--- src/rtl/bcd_display_scanner.sv ---
// Three-digit multiplexed seven-segment driver for a captured BCD sum and carry.
// Scans ones -> tens -> hundreds with optional leading-zero blanking and a non-BCD flag.
module bcd_display_scanner #(
  parameter int REFRESH_DIV = 1000,
  parameter int LZ_BLANK    = 1
) (
  input  logic       CLK,
  input  logic       RST_N,
  input  logic       LOAD,
  input  logic [7:0] SUM,
  input  logic       CARRY,
  output logic [6:0] SEG,
  output logic [2:0] AN,
  output logic       ERR
);

  localparam int CW = $clog2(REFRESH_DIV);
  localparam logic [CW-1:0] TC = CW'(REFRESH_DIV - 1);

  localparam logic [1:0] IDX_ONES = 2'd0;
  localparam logic [1:0] IDX_TENS = 2'd1;
  localparam logic [1:0] IDX_HUND = 2'd2;

  logic [CW-1:0] cnt_q, cnt_d;
  logic [1:0]    idx_q, idx_d;
  logic [8:0]    held_q, held_d;
  logic          err_q, err_d;
  logic [6:0]    seg_q, seg_d;
  logic [2:0]    an_q, an_d;

  function automatic logic [6:0] seg_of(input logic [3:0] n);
    case (n)
      4'd0:    seg_of = 7'h3F;
      4'd1:    seg_of = 7'h06;
      4'd2:    seg_of = 7'h5B;
      4'd3:    seg_of = 7'h4F;
      4'd4:    seg_of = 7'h66;
      4'd5:    seg_of = 7'h6D;
      4'd6:    seg_of = 7'h7D;
      4'd7:    seg_of = 7'h07;
      4'd8:    seg_of = 7'h7F;
      4'd9:    seg_of = 7'h6F;
      default: seg_of = 7'h40;
    endcase
  endfunction

  always_ff @(posedge CLK or negedge RST_N) begin
    if (!RST_N) begin
      cnt_q  <= '0;
      idx_q  <= IDX_ONES;
      held_q <= '0;
      err_q  <= 1'b0;
      seg_q  <= 7'h3F;
      an_q   <= 3'b001;
    end else begin
      cnt_q  <= cnt_d;
      idx_q  <= idx_d;
      held_q <= held_d;
      err_q  <= err_d;
      seg_q  <= seg_d;
      an_q   <= an_d;
    end
  end

  // Scan cadence is free-running; LOAD only touches the held value and ERR.
  always_comb begin
    cnt_d  = cnt_q + 1'b1;
    idx_d  = idx_q;
    held_d = held_q;
    err_d  = err_q;
    if (cnt_q == TC) begin
      cnt_d = '0;
      idx_d = (idx_q == IDX_HUND) ? IDX_ONES : idx_q + 2'd1;
    end
    if (LOAD) begin
      held_d = {CARRY, SUM};
      err_d  = (SUM[7:4] > 4'd9) || (SUM[3:0] > 4'd9);
    end
  end

  // Outputs follow the registered index and held value, one cycle behind them.
  always_comb begin
    seg_d = seg_of(held_q[3:0]);
    an_d  = 3'b001;
    case (idx_q)
      IDX_TENS: begin
        if ((LZ_BLANK != 0) && !held_q[8] && (held_q[7:4] == 4'd0)) begin
          seg_d = 7'h00;
          an_d  = 3'b000;
        end else begin
          seg_d = seg_of(held_q[7:4]);
          an_d  = 3'b010;
        end
      end
      IDX_HUND: begin
        if ((LZ_BLANK != 0) && !held_q[8]) begin
          seg_d = 7'h00;
          an_d  = 3'b000;
        end else begin
          seg_d = held_q[8] ? 7'h06 : 7'h3F;
          an_d  = 3'b100;
        end
      end
      default: ;
    endcase
  end

  assign SEG = seg_q;
  assign AN  = an_q;
  assign ERR = err_q;

endmodule

--- config.mk ---
export PLATFORM = sky130hd
export DESIGN_NAME = bcd_display_scanner
export DESIGN_NICKNAME = d
export VERILOG_FILES = /design/src/rtl/bcd_display_scanner.sv
export SDC_FILE = /design/constraint.sdc
export NUM_CORES = 1
export LEC_CHECK = 0
export ABC_CLOCK_PERIOD_IN_PS = 3600
export CAP_MARGIN = 20
export CORE_ASPECT_RATIO = 1.1
export CORE_UTILIZATION = 30
export DETAILED_ROUTE_END_ITERATION = 12
export PLACE_DENSITY = 0.55
export SYNTH_ARGS = -nofsm -noshare
export SYNTH_HDL_FRONTEND = slang
export SYNTH_SLANG_ARGS = --single-unit
--- constraint.sdc ---
create_clock -name CLK -period 3.6 [get_ports CLK]
set_clock_uncertainty 0.05 [all_clocks]
set_input_delay 0.72 -clock CLK [delete_from_list [all_inputs] [get_ports CLK]]
set_output_delay 0.72 -clock CLK [all_outputs]
set_load 0.01 [all_outputs]
== Word level (Yosys, flattened, before mapping) ==
Memories as Yosys holds them, arrays and structs flattened.
Index checks and enable logic that the tools add are counted.
Cells by class
  add/subtract/negate cells: 2
  order comparisons: 2
  equal/unequal tests: 3
  mux-type cells: 8
  reductions and logical operators: 4
Operators by type and width (number)
  7-bit case mux with 2 select lines: 1
  10-bit by 1-bit adder with 10-bit output (second input constant): 1
  10-bit equality test (second input constant): 1
  10-bit 2-to-1 mux: 1
  4-bit > comparator (second input constant): 2
  7-bit 2-to-1 mux: 1
  3-bit 2-to-1 mux: 2
  3-bit case mux with 2 select lines: 1
  4-bit zero test: 1
  2-bit 2-to-1 mux: 2
  2-bit by 1-bit adder with 2-bit output (second input constant): 1
  2-bit by 1-bit equality test with 1-bit output (second input constant): 1
  2-bit equality test (second input constant): 1
  1-bit logical AND: 1
  1-bit zero test: 1
  1-bit logical OR: 1
Storage, ports and cells
  bits in registers: 32
  memory bits (read-only): 224
  bits of input ports: 12
  output and inout bits: 11
  word-level logic and storage cells: 27
  memories: 2
Memories
  (name not given): depth 16, width 7, read ports 1, clocked after memory_dff 0, wr ports 0, RTL line 32  | case (n)
  (name not given): depth 16, width 7, read ports 1, clocked after memory_dff 0, wr ports 0, RTL line 32

== Depth between registers and ports, before layout ==
Gate-level depths: netlist (run 1).
  depth after elaboration: 4
  mapped depth: 7
  gate-level depth less buffers: 7

== Least setup slack after synthesis (run 1) ==
OpenSTA, ideal clock, no wires.
  kind: reg2reg
  start: register cnt_q[0]
  end: register idx_q[0]
  setup time: 0.125 ns
  arrival time: 1.497 ns
  data required time: 3.425 ns
  slack: 1.927 ns
  stages on the path, launching flop included: 6
  buffers on the path: 0
  period minus slack after synthesis: 1.673 ns
  cells stage by stage: dfrtp_1 -> ha_1 -> and4bb_4 -> nand3_4 -> nor2_8 -> mux2_4
On the way
  cells in the longest elaborated chain, start to end: 1
Ends and longest elaborated chain
  start, declared: RTL line 24  | logic [CW-1:0] cnt_q, cnt_d;
  start signal, assigned: RTL line 56  | cnt_q <= cnt_d;
  10-bit equality test: RTL line 71  | if (cnt_q == TC) begin
  end signal, assigned: RTL line 57  | idx_q <= idx_d;
  end, declared: RTL line 25  | logic [1:0] idx_q, idx_d;
Every way passes these cells.
A chain may end at the register's enable or synchronous reset.

== Final worst setup path (run 1) ==
  start: register seg_q[4], in the netlist SEG[4]
  end: output port SEG[4]
RTL lines
  start, declared: RTL line 28  | logic [6:0] seg_q, seg_d;
  start signal, assigned: RTL line 60  | seg_q <= seg_d;
  end, declared: RTL line 12  | output logic [6:0] SEG,
No word-level cell between the ends.

==> results_dict.tcl, run 1 <==
set metrics [dict create \
    finalCritPeriodShare_pct 58.0 \
    layout-drive-gt1-share_pct 14.4 \
    first_pass_iters 4 \
    slowest_delay_ps 520 \
    die_w_um 73.7 \
    synth-seq-cells 32 \
    final_common_cell "dfrtp_1" \
    cp_num_buf_inv 1 \
    path_class "register to output pin" \
    rows 28 \
    initial_core_util_pct 31.4 \
    clk_pin_slew_ps 70 \
    layout_common_cells "25 x dfrtp_1, 22 x clkdlybuf4s50_1, 15 x ha_1, 14 x o21ai_0, 14 x nor2_1" \
    arrival_ps 1320 \
    wl_per_cell_um 11.5 \
    post_cts_buffers 0 \
    status "finished, final reports clean" \
    slew_viol_final 0 \
    io_buffers 22 \
    rrSetupSlack_ps 1790 \
    io_pins 23 \
    gp_congestion 0.720 \
    p_leak_uw 0.000908 \
    slew_headroom_pct 66.5 \
    ys_types 39 \
    grt_usage_pct 11.4 \
    hpwl_um 2270 \
    fin_nets 213 \
    fin_area_um2 2100 \
    grt_pass1_vias 1124 \
    grt_max_degree 33 \
    drt-total-wl_um 3010 \
    hold_violations 0 \
    grt_first_pass_wirelength_um 5150 \
    htree_levels 2 \
    path_max_fanout 1 \
    grt.overflow.total 0 \
    ctsRootBufferMaster "clkbuf_8" \
    numCtsBuffers 5 \
    hold_path.class "register to register" \
    placed_area_um2 2000 \
    ctsHoldBuffers 0 \
    drc_errors 0 \
    fin_crit_ps 2090 \
    slowest_stage "dfstp_2" \
    cts.sinks 32 \
    tns_ps 0 \
    ctsResizeCount 0 \
    worst-slew-pin-transition_ps 500 \
    yosysSeqAreaShare_pct 47.7 \
    die-area_um2 5960 \
    finalSetupViolCount 0 \
    synthArstFlopShare_pct 100 \
    clock.fmax_mhz 479 \
    end_kind "output pin" \
    ant_nets 0 \
    synth_area_um2 1700 \
    cts_tree "built" \
    syn_to_final_growth_pct 24.1 \
    ys_warn_count 0 \
    drv_cap 0 \
    rsz0062_at_grt "false" \
    critPathLaunchType "register" \
    avgSynthCellArea_um2 10.5 \
    cp_top_family "flip-flops" \
    synth-main-ff-cell "dfrtp_1" \
    antenna_found_initial 0 \
    crit_chain "clkdlybuf4s50_1" \
    via_per_inst 4.45 \
    dr_total_vias 1165 \
    synth_edf_count 0 \
    p_total_uw 861 \
    antennaDiodeCount 0 \
    first_iter_violations 40 \
    clockBufferDepth 2 \
    die_h_um 80.8 \
    core-area_um2 5400 \
    syn-num-nets 188 \
    clk_latency_ps 280 \
    vdd_drop_max_v 0.000222 \
    netlist_instances 161 \
    power_density_nw_per_um2 409 \
    crit_required_ps 2830 \
]
cell families (layout without fill, tap and decap cells):
family | Yosys count | count (layout) | share of synthesized area, %
AOI/OAI and AO/OA | 37 | 37 | 12.9
xor gates and xnor gates | 5 | 5 | 2.58
adders and majority gates | 15 | 15 | 11.1
DFF | 32 | 32 | 47.7
and+or+nand+nor | 49 | 49 | 17.5
buffers and inverters | 17 | 43 | 3.84
muxes | 6 | 6 | 4.35
cell usage after synthesis, types with 2 or more instances:
library cell | n | area (um^2)
nor3b_1 | 2 | 15.0
nand2b_1 | 4 | 25.0
ha_1 | 15 | 188
inv_1 | 12 | 45.0
nor2_1 | 14 | 52.6
mux2_2 | 3 | 33.8
o22ai_1 | 5 | 31.3
nor2b_1 | 2 | 12.5
mux2_4 | 2 | 30.0
o21ai_0 | 14 | 70.1
dfrtp_1 | 25 | 626
a31oi_1 | 2 | 12.5
and2_1 | 2 | 12.5
a21oi_1 | 8 | 40.0
clkbuf_1 | 4 | 15.0
nand3_1 | 6 | 30.0
nand2_1 | 10 | 37.5
xor2_1 | 4 | 35.0
dfstp_2 | 7 | 184
metrics by stage:
step	util [%]	hold WS [ps]	cells	worst slack [ps]
6_report	39.0	453	262	1510
3_3_place_gp	37.0	434	254	1540
4_1_cts	39.0	455	262	1490
5_1_grt	39.0	478	262	1470
3_5_place_dp	37.0	442	254	1510
2_1_floorplan	-	374	161	1930
report_power, final:
part,internal [uW],switching (uW),total [uW]
logic,64.6,58.6,123
clock network,205,124,329
registers,390,19.2,409
total,659,202,861
per-layer routing:
metal	vias up	GRT usage (%)	share of wire (%)
li1	603	-	-
met1	533	15.1	48
met2	25	18.0	47
met3	4	3.35	4.2
met4	0	3.46	0.70
met5	-	0	0
sequential cells by signal, indices dropped and copies added (netlist names):
signal,cells
AN,3
ERR,1
SEG,7
cnt_q,10
held_q,9
idx_q,2
path summary, 6_finish.rpt:
kind                           from        end  depth (start not counted)
max                          SEG[4]     SEG[4]                          1
min                        cnt_q[4]   cnt_q[4]                          1
max reg2reg                cnt_q[0]   idx_q[0]                          5
min reg2reg                cnt_q[4]   cnt_q[4]                          1
max in group asynchronous     RST_N     SEG[1]                          2
min in group asynchronous     RST_N  held_q[6]                          2
cell type report:
| class | instances | area, um^2 |
|---|---|---|
| clock inverter | 2 | 35.0 |
| multi-input combinational | 112 | 821 |
| inverter | 12 | 45.0 |
| sequential | 32 | 810 |
| fill | 566 | 3290 |
| tap | 75 | 93.8 |
| clock buffer | 6 | 72.6 |
| timing repair buffer | 23 | 228 |
No activity file was read; power rests on OpenSTA's default activity.
==> inputs of run 2 (changes only) <==
ABC_CLOCK_PERIOD_IN_PS = 2000   (was 3600)
clock period = 2 ns   (was 3.6 ns; I/O delays follow)
==> run 2 against run 1 <==
Effect of this change: core utilization rose by 0.21 points; critical path depth stayed put; first-iteration DRC count shrank 5.0%; power rose by 83%; setup slack worse by 1300 ps; sequential cell count is the same; non-clock buffer count increased by 1; sequential share of layout area fell by 0.20 points; combinational power increased by 83%; critical endpoint is now SEG[1]; largest power group unchanged.
==> results_dict.tcl, run 2 (same netlist as run 1, synthesis figures left out) <==
set metrics [dict create \
    grt.overflow.total 0 \
    final_common_cell "dfrtp_1" \
    io_pins 23 \
    ctsResizeCount 0 \
    r2r_cells 5 \
    core-area_um2 5400 \
    finalCritPeriodShare_pct 89.1 \
    antenna_found_initial 0 \
    hold_violations 0 \
    hpwl_um 2300 \
    post_cts_buffers 0 \
    rrSetupSlack_ps 220 \
    htree_levels 2 \
    layout-drive-gt1-share_pct 15.4 \
    fin_nets 214 \
    grt_pass1_vias 1119 \
    rsz0062_at_grt "false" \
    tns_ps 0 \
    p_leak_uw 0.000912 \
    grt_util_met2_pct 17.5 \
    slowest_delay_ps 530 \
    ctsRootBufferMaster "clkbuf_8" \
    drt-total-wl_um 3080 \
    grt_max_degree 33 \
    worstReg2RegStart "cnt_q[0]" \
    cts_tree "built" \
    grt_use_met3_pct 3.10 \
    status "finished, final reports clean" \
    top_register "cnt_q" \
    path_max_fanout 1 \
    critPathLaunchType "register" \
    syn_to_final_growth_pct 24.8 \
    via_per_inst 4.58 \
    ant_nets 0 \
    fin_area_um2 2120 \
    finalSetupViolCount 0 \
    worst-slew-pin-transition_ps 416 \
    fin_crit_ps 1780 \
    first_pass_iters 4 \
    end_kind "output pin" \
    layout_common_cells "25 x dfrtp_1, 22 x clkdlybuf4s50_1, 15 x ha_1, 14 x o21ai_0, 14 x nor2_1" \
    clockBufferDepth 2 \
    crit_chain "clkdlybuf4s50_1" \
    power_density_nw_per_um2 745 \
    clk_latency_ps 290 \
    die-area_um2 5960 \
    dr_total_vias 1205 \
    grt.busiest_layer "met2" \
    arrival_ps 1330 \
    grtUsageMet1_pct 15.7 \
    antennaDiodeCount 0 \
    clock.fmax_mhz 561 \
    wl_per_cell_um 11.7 \
    placed_area_um2 2000 \
    gp_congestion 0.755 \
    drc_errors 0 \
    grt_usage_pct 11.8 \
    rows 28 \
    die_w_um 73.7 \
    die_h_um 80.8 \
    cts.sinks 32 \
    largest_reg_flops 10 \
    slew_headroom_pct 72.3 \
    initial_core_util_pct 31.4 \
    path_class "register to output pin" \
    r2r-end "idx_q[1]" \
    slowest_stage "dfstp_2" \
    numCtsBuffers 5 \
    clk_pin_slew_ps 80 \
    drv_cap 0 \
    io_buffers 22 \
    cp_top_family "flip-flops" \
    hold_path.class "input pin to asynchronous set/reset pin" \
    crit_required_ps 1550 \
    grt_first_pass_wirelength_um 5200 \
    ctsHoldBuffers 0 \
    slew_viol_final 0 \
    path_depth 1 \
    first_iter_violations 38 \
    vdd_drop_max_v 0.000403 \
    cp_num_buf_inv 1 \
]
-- run 2: area by class of cell --
class                      count  area, um^2
sequential                    32         810
multi-input combinational    112         821
fill                         571        3280
timing repair buffer          24         235
clock inverter                 3        42.5
inverter                      12        45.0
clock buffer                   5        68.8
tap                           75        93.8
-- run 2: how the worst max path moves through the flow --
| stage | start | end | slack (ps) |
|---|---|---|---|
| after floorplan | cnt_q[0] | idx_q[0] | 330 |
| after global placement | cnt_q[0] | idx_q[1] | 250 |
| after detailed placement | cnt_q[0] | idx_q[0] | 220 |
| after CTS | cnt_q[0] | idx_q[1] | 200 |
| after global routing | cnt_q[0] | idx_q[0] | 110 |
| final | SEG[1] | SEG[1] | 220 |
-- run 2: power breakdown --
| part | leakage [uW] | internal (uW) | switching (uW) | total (uW) |
|---|---|---|---|---|
| Clock | 0.0000541 | 368 | 249 | 618 |
| Sequential | 0.000384 | 701 | 33.4 | 734 |
| Combinational | 0.000473 | 118 | 107 | 225 |
| Total | 0.000912 | 1190 | 390 | 1580 |
-- run 2: metrics by stage --
stage | std cells | hold slack, ps | worst slack, ps | utilization, % | power [uW]
after floorplan | 161 | 54.4 | 327 | - | 860
after global placement | 255 | 452 | 252 | 37.2 | 975
after detailed placement | 255 | 441 | 223 | 37.2 | 975
after CTS | 263 | 454 | 197 | 39.2 | 1600
after global routing | 263 | 479 | 114 | 39.2 | 1660
final | 263 | 447 | 219 | 39.2 | 1580
-- run 2: layer usage --
layer / wire length (um) / part of all wire, %
met4: 64 / 2.1
met5: 0 / 0
met2: 1420 / 46
met3: 137 / 4.5
met1: 1460 / 47
